File: config.mk
export PLATFORM = sky130hd
export DESIGN_NAME = pipe_stage_reg
export DESIGN_NICKNAME = d
export VERILOG_FILES = /design/src/rtl/pipe_stage_reg.sv
export SDC_FILE = /design/constraint.sdc
export NUM_CORES = 1
export LEC_CHECK = 0
export CAP_MARGIN = 10
export CELL_PAD_IN_SITES_DETAIL_PLACEMENT = 0
export CELL_PAD_IN_SITES_GLOBAL_PLACEMENT = 2
export CORE_ASPECT_RATIO = 0.6
export CORE_MARGIN = 5
export CORE_UTILIZATION = 25
export CTS_CLUSTER_DIAMETER = 150
export DETAILED_ROUTE_END_ITERATION = 8
export PLACE_DENSITY = 0.68
export SLEW_MARGIN = 20
export SYNTH_ARGS = -nofsm -noshare
export SYNTH_HDL_FRONTEND = slang
export SYNTH_SLANG_ARGS = --single-unit
File: constraint.sdc
create_clock -name i_clock -period 4.75 [get_ports i_clock]
set_input_delay 0.7125 -clock i_clock [delete_from_list [all_inputs] [get_ports i_clock]]
set_output_delay 0.7125 -clock i_clock [all_outputs]
set_load 0.01 [all_outputs]
File: src/rtl/pipe_stage_reg.sv
// Generic inter-stage pipeline register with valid/ready handshake, optional skid entry,
// flush-to-bubble, debug step gating and saturating stall/bubble counters.
module pipe_stage_reg #(
    parameter int DATA_W = 128,
    parameter int CTRL_W = 16,
    parameter int SKID   = 1,
    parameter int CNT_W  = 16
) (
    input  logic              i_clock,
    input  logic              i_reset_n,
    input  logic              i_pipeline_enable,
    input  logic              i_flush,
    input  logic              i_valid,
    output logic              o_ready,
    input  logic [CTRL_W-1:0] i_ctrl,
    input  logic [DATA_W-1:0] i_data,
    output logic              o_valid,
    input  logic              i_ready,
    output logic [CTRL_W-1:0] o_ctrl,
    output logic [DATA_W-1:0] o_data,
    input  logic              i_count_clear,
    output logic [CNT_W-1:0]  o_stall_count,
    output logic [CNT_W-1:0]  o_bubble_count
);

    logic              main_valid_q, main_valid_d;
    logic              skid_valid_q, skid_valid_d;
    logic [CTRL_W-1:0] main_ctrl_q, main_ctrl_d;
    logic [CTRL_W-1:0] skid_ctrl_q, skid_ctrl_d;
    logic [DATA_W-1:0] main_data_q, main_data_d;
    logic [DATA_W-1:0] skid_data_q, skid_data_d;
    logic [CNT_W-1:0]  stall_q, stall_d;
    logic [CNT_W-1:0]  bubble_q, bubble_d;

    logic ready;
    logic in_fire;
    logic out_fire;
    logic count_en;

    always_comb begin
        if (SKID != 0) begin
            ready = i_pipeline_enable & ~i_flush & ~skid_valid_q;
        end else begin
            ready = i_pipeline_enable & ~i_flush & (~main_valid_q | i_ready);
        end
        in_fire  = i_valid & ready & i_pipeline_enable;
        out_fire = main_valid_q & i_ready & i_pipeline_enable;
        count_en = i_pipeline_enable & ~i_flush;
    end

    always_comb begin
        main_valid_d = main_valid_q;
        skid_valid_d = skid_valid_q;
        main_ctrl_d  = main_ctrl_q;
        skid_ctrl_d  = skid_ctrl_q;
        main_data_d  = main_data_q;
        skid_data_d  = skid_data_q;

        if (i_flush) begin
            main_valid_d = 1'b0;
            skid_valid_d = 1'b0;
        end else if (SKID == 0) begin
            if (in_fire) begin
                main_valid_d = 1'b1;
                main_ctrl_d  = i_ctrl;
                main_data_d  = i_data;
            end else if (out_fire) begin
                main_valid_d = 1'b0;
            end
        end else if (skid_valid_q) begin
            // FULL: o_ready is low, so only a drain into main can happen
            if (out_fire) begin
                main_ctrl_d  = skid_ctrl_q;
                main_data_d  = skid_data_q;
                skid_valid_d = 1'b0;
            end
        end else if (in_fire) begin
            if (main_valid_q && !out_fire) begin
                skid_valid_d = 1'b1;
                skid_ctrl_d  = i_ctrl;
                skid_data_d  = i_data;
            end else begin
                main_valid_d = 1'b1;
                main_ctrl_d  = i_ctrl;
                main_data_d  = i_data;
            end
        end else if (out_fire) begin
            main_valid_d = 1'b0;
        end
    end

    always_comb begin
        stall_d  = stall_q;
        bubble_d = bubble_q;
        if (i_count_clear) begin
            stall_d  = '0;
            bubble_d = '0;
        end else if (count_en) begin
            if (main_valid_q && !i_ready && (stall_q != {CNT_W{1'b1}})) begin
                stall_d = stall_q + CNT_W'(1);
            end
            if (!main_valid_q && (bubble_q != {CNT_W{1'b1}})) begin
                bubble_d = bubble_q + CNT_W'(1);
            end
        end
    end

    always_ff @(negedge i_clock or negedge i_reset_n) begin
        if (!i_reset_n) begin
            main_valid_q <= 1'b0;
            skid_valid_q <= 1'b0;
            main_ctrl_q  <= '0;
            skid_ctrl_q  <= '0;
            main_data_q  <= '0;
            skid_data_q  <= '0;
            stall_q      <= '0;
            bubble_q     <= '0;
        end else begin
            main_valid_q <= main_valid_d;
            skid_valid_q <= skid_valid_d;
            main_ctrl_q  <= main_ctrl_d;
            skid_ctrl_q  <= skid_ctrl_d;
            main_data_q  <= main_data_d;
            skid_data_q  <= skid_data_d;
            stall_q      <= stall_d;
            bubble_q     <= bubble_d;
        end
    end

    assign o_ready        = ready;
    assign o_valid        = main_valid_q;
    assign o_ctrl         = main_ctrl_q & {CTRL_W{main_valid_q}};
    assign o_data         = main_data_q;
    assign o_stall_count  = stall_q;
    assign o_bubble_count = bubble_q;

endmodule
======== Word-level counts from Yosys, hierarchy flattened ========
Cells that the tools add are included.
W data, S select, Z words.
cells by class
  $add $sub $neg .......................... 2
  muxes and demuxes ....................... 24
  bitwise operators ....................... 9
  reduce and logical (&&, ||, !) cells .... 17
  eq/ne operators ......................... 6
operator list
  cell                     number
  $mux W128                4
  $mux W16                 10
  $add A16 B1 Y16 const B  2
  $ne A16 B16 Y1 const B   2
  $and A16 B16 Y16         1
  $mux W1                  10
  $reduce_and A4 Y1        2
  $reduce_bool A2 Y1       4
  $and A1 B1 Y1            6
  $logic_and A1 B1 Y1      4
  $ne A2 B2 Y1 const B     2
  $reduce_and A2 Y1        2
  $logic_not A1 Y1         3
  $ne A3 B3 Y1 const B     1
  $reduce_and A3 Y1        1
  $reduce_bool A3 Y1       1
  $ne A2 B1 Y1 const B     1
  $not A1 Y1               2
word-level totals
  bits of input ports ..................... 151
  word-level logic and storage cells ...... 66
  register bits after elaboration ......... 322
  output and inout bits ................... 178

======== Logic depth before layout (Yosys ltp) ========
  depth in word-level cells ............... 8
  gate-level depth with buffers ........... 9
  gate-level depth less buffers ........... 5

==> impl_metrics.toml <==
[synthesis]
synth_top_area_frac = 0.575
ys_ff_latch = 322
yosys_warnings = 0
synth.distinct_cells = 45
synth_edf_count = 0
synth_flop_cell = "dfrtn_1"
synthTopCellsByCount = "dfrtn_1 (322), nand2_1 (155), mux2i_1 (146), mux2_2 (87), o21ai_1 (85)"
seq_area_frac_synth = 0.575
yosysMostFrequentCell = "dfrtn_1"
synth.area.top_cells = "dfrtn_1 (57%), mux2i_1 (10%), mux2_2 (7.0%)"
synth.avg_cell_area_um2 = 12.2
yosys.area.top_type = "dfrtn_1"
syn_nets = 1307
synthArstFlopShare = 1.00
synth_area_um2 = 14000
syn_inst = 1154

[cells_and_area]
nNetsFinal = 1675
syn2layout_area_growth_pct = 40.9
drive_above_1_share = 0.154
fillerInstances = 5567

[global_routing]
antenna_found_initial = 4
grt_pass1_vias = 10600
grt_usage = 0.130
grt_max_degree = 116
grt_pass1_wl_mm = 63.6
grt-ovfl-total = 0

[clock_network]
cts_made_buffers = 36
cts.sinks = 322
cts_tree = "done"
cts_htree_levels = 2
path_clk_slew_ns = 0.05
clk_latency_ns = 0.53
clockBufferDepth = 3
cts_hold_buf = 0
ctsRootBufferMaster = "clkbuf_16"

[power_and_ir_drop]
p_leak_nw = 8.57
ir_worst_vdd_v = 0.000163
power_density_nw_per_um2 = 386
power_w = 0.00763

[sta]
finalHoldViolCount = 0
slew_headroom = 0.327
worst_slew_pin_slew_ns = 1.01
maxSlewViolCount = 0
setup_ws_ns = 0.0559
finClkSkew_ns = 0.00750
setup_violations = 0

[route]
drc = 0
drt_wl_total_mm = 40.5
met2_length_mm = 17.8
wl_per_cell_um = 17.6
top_layer = "met5"
drt_iter0_markers = 481
first_pass_iters = 4
vias = 10100
viasPerCell = 4.39
met1_length_mm = 19.1
ant_nets = 0
wl_met3_mm = 2.94

[placed_design]
finalWeightedCongestion = 0.723
dp_hpwl_mm = 27.8
portBuffers = 328
place_ws_ns = -0.245

[setup_path]
crit_arrival_ns = 3.98
critPathMaxFanout = 5
worstPathCellList = "clkdlybuf4s50_1"
slowest_stage = "clkdlybuf4s50_1"
critPathKind = "reg -> out"
cp.required_ns = 4.04
worstPathBufferInverterCount = 1
end_kind = "primary output"
critPathLaunchType = "flop"
max_stage_delay_ns = 0.60
crit_family = "buffers and inverters"

[die]
die_w_um = 316
num_rows = 67
ios = 329
die_area_um2 = 61100
start_util = 0.252
fp.coreArea_um2 = 55700
die_y_um = 193

[run]
drv_cap = 0

[min_path]
hp-class = "reg -> reg"

[run_status]
status = "finished clean"
## logic make-up after synthesis
family,after synthesis,share of synthesized area
buf+inv,81,0.0327
fa+ha+maj,2,0.00178
simple gates,253,0.0881
mux,295,0.224
flops,322,0.575
compound gates,201,0.0789
## what timing repair did
action / CTS / global route
setup endpoints to repair: 24 / 20
resized for setup: 48 / 14
setup buffers: 5 / 15
cloned: 0 / 0
pin swaps: 0 / 0
## cell usage in the layout, fill, tap and decap left out, types with 6 or more instances in the layout
cell type        count
mux2_1              62
nor2b_1              7
mux2i_1            146
clkbuf_8             7
and3_1               6
nand3_1             11
clkbuf_1             9
and2_1              17
clkdlybuf4s50_1    302
o41ai_1              7
inv_1                7
o31ai_1              7
buf_2                6
nand2_1            155
clkbuf_16           37
o21ai_0             66
nand4_1              8
o21ai_1             85
dfrtn_1            322
buf_4               59
nor2_1              12
buf_12              18
a21oi_1             18
dlygate4sd2_1        9
or4_1                9
mux2_2              87
## power by group
| group | switching (W) | internal, W | total (W) |
|---|---|---|---|
| logic | 0.000574 | 0.000786 | 0.00136 |
| clock network | 0.00114 | 0.00164 | 0.00278 |
| registers | 0.000244 | 0.00325 | 0.00349 |
## path summary, 6_finish.rpt
path | start | end | slack [ns] | depth (start not counted)
max in group asynchronous | i_reset_n | main_ctrl_q[12]$_DFFE_NN0P_ | 1.57 | 3
min in group asynchronous | i_reset_n | o_data[84]$_DFFE_NN0P_ | 2.40 | 1
max | o_bubble_count[7]$_DFFE_NN0P_ | o_bubble_count[7] | 0.06 | 1
max reg2reg | skid_valid_q$_DFF_NN0_ | o_data[106]$_DFFE_NN0P_ | 2.16 | 4
min reg2reg | o_data[97]$_DFFE_NN0P_ | o_data[97]$_DFFE_NN0P_ | 0.42 | 2
min | o_data[97]$_DFFE_NN0P_ | o_data[97]$_DFFE_NN0P_ | 0.42 | 2
## layer usage
layer  GRT usage  up-vias
met5           0        -
met4      0.0231        8
met3      0.0420       57
met2       0.197      214
met1       0.184     4993
li1            -     4836
## area by class of cell
type / count / area [µm²] / area share
multi-input cells: 751 / 5530 / 0.280
diodes: 2 / 5.00 / 0.000253
clock inverters: 6 / 88.8 / 0.00450
flip-flops and latches: 322 / 8060 / 0.408
clock buffers: 53 / 1060 / 0.0534
repair buffers: 404 / 4040 / 0.205
inverters: 7 / 26.3 / 0.00133
well taps: 759 / 950 / 0.0481
## stage by stage
stage	hold WS, ns	util	cells	instance area, µm²	setup TNS (ns)
after floorplan	0.408	-	1154	14000	0
after global placement	0.421	0.332	2223	18500	-46.07
after detailed placement	0.429	0.332	2223	18500	-48.22
after CTS	0.429	0.353	2287	19600	-0.0335
after global routing	0.444	0.355	2302	19800	-0.000196
final	0.424	0.355	2304	19800	0
## flip-flops by register name, indices dropped and copies added (netlist names)
register / cells
skid_data_q: 128
skid_valid_q: 1
skid_ctrl_q: 16
o_data: 128
main_ctrl_q: 16
o_stall_count: 16
o_valid: 1
o_bubble_count: 16
No activity file was read; power rests on OpenSTA's default activity.
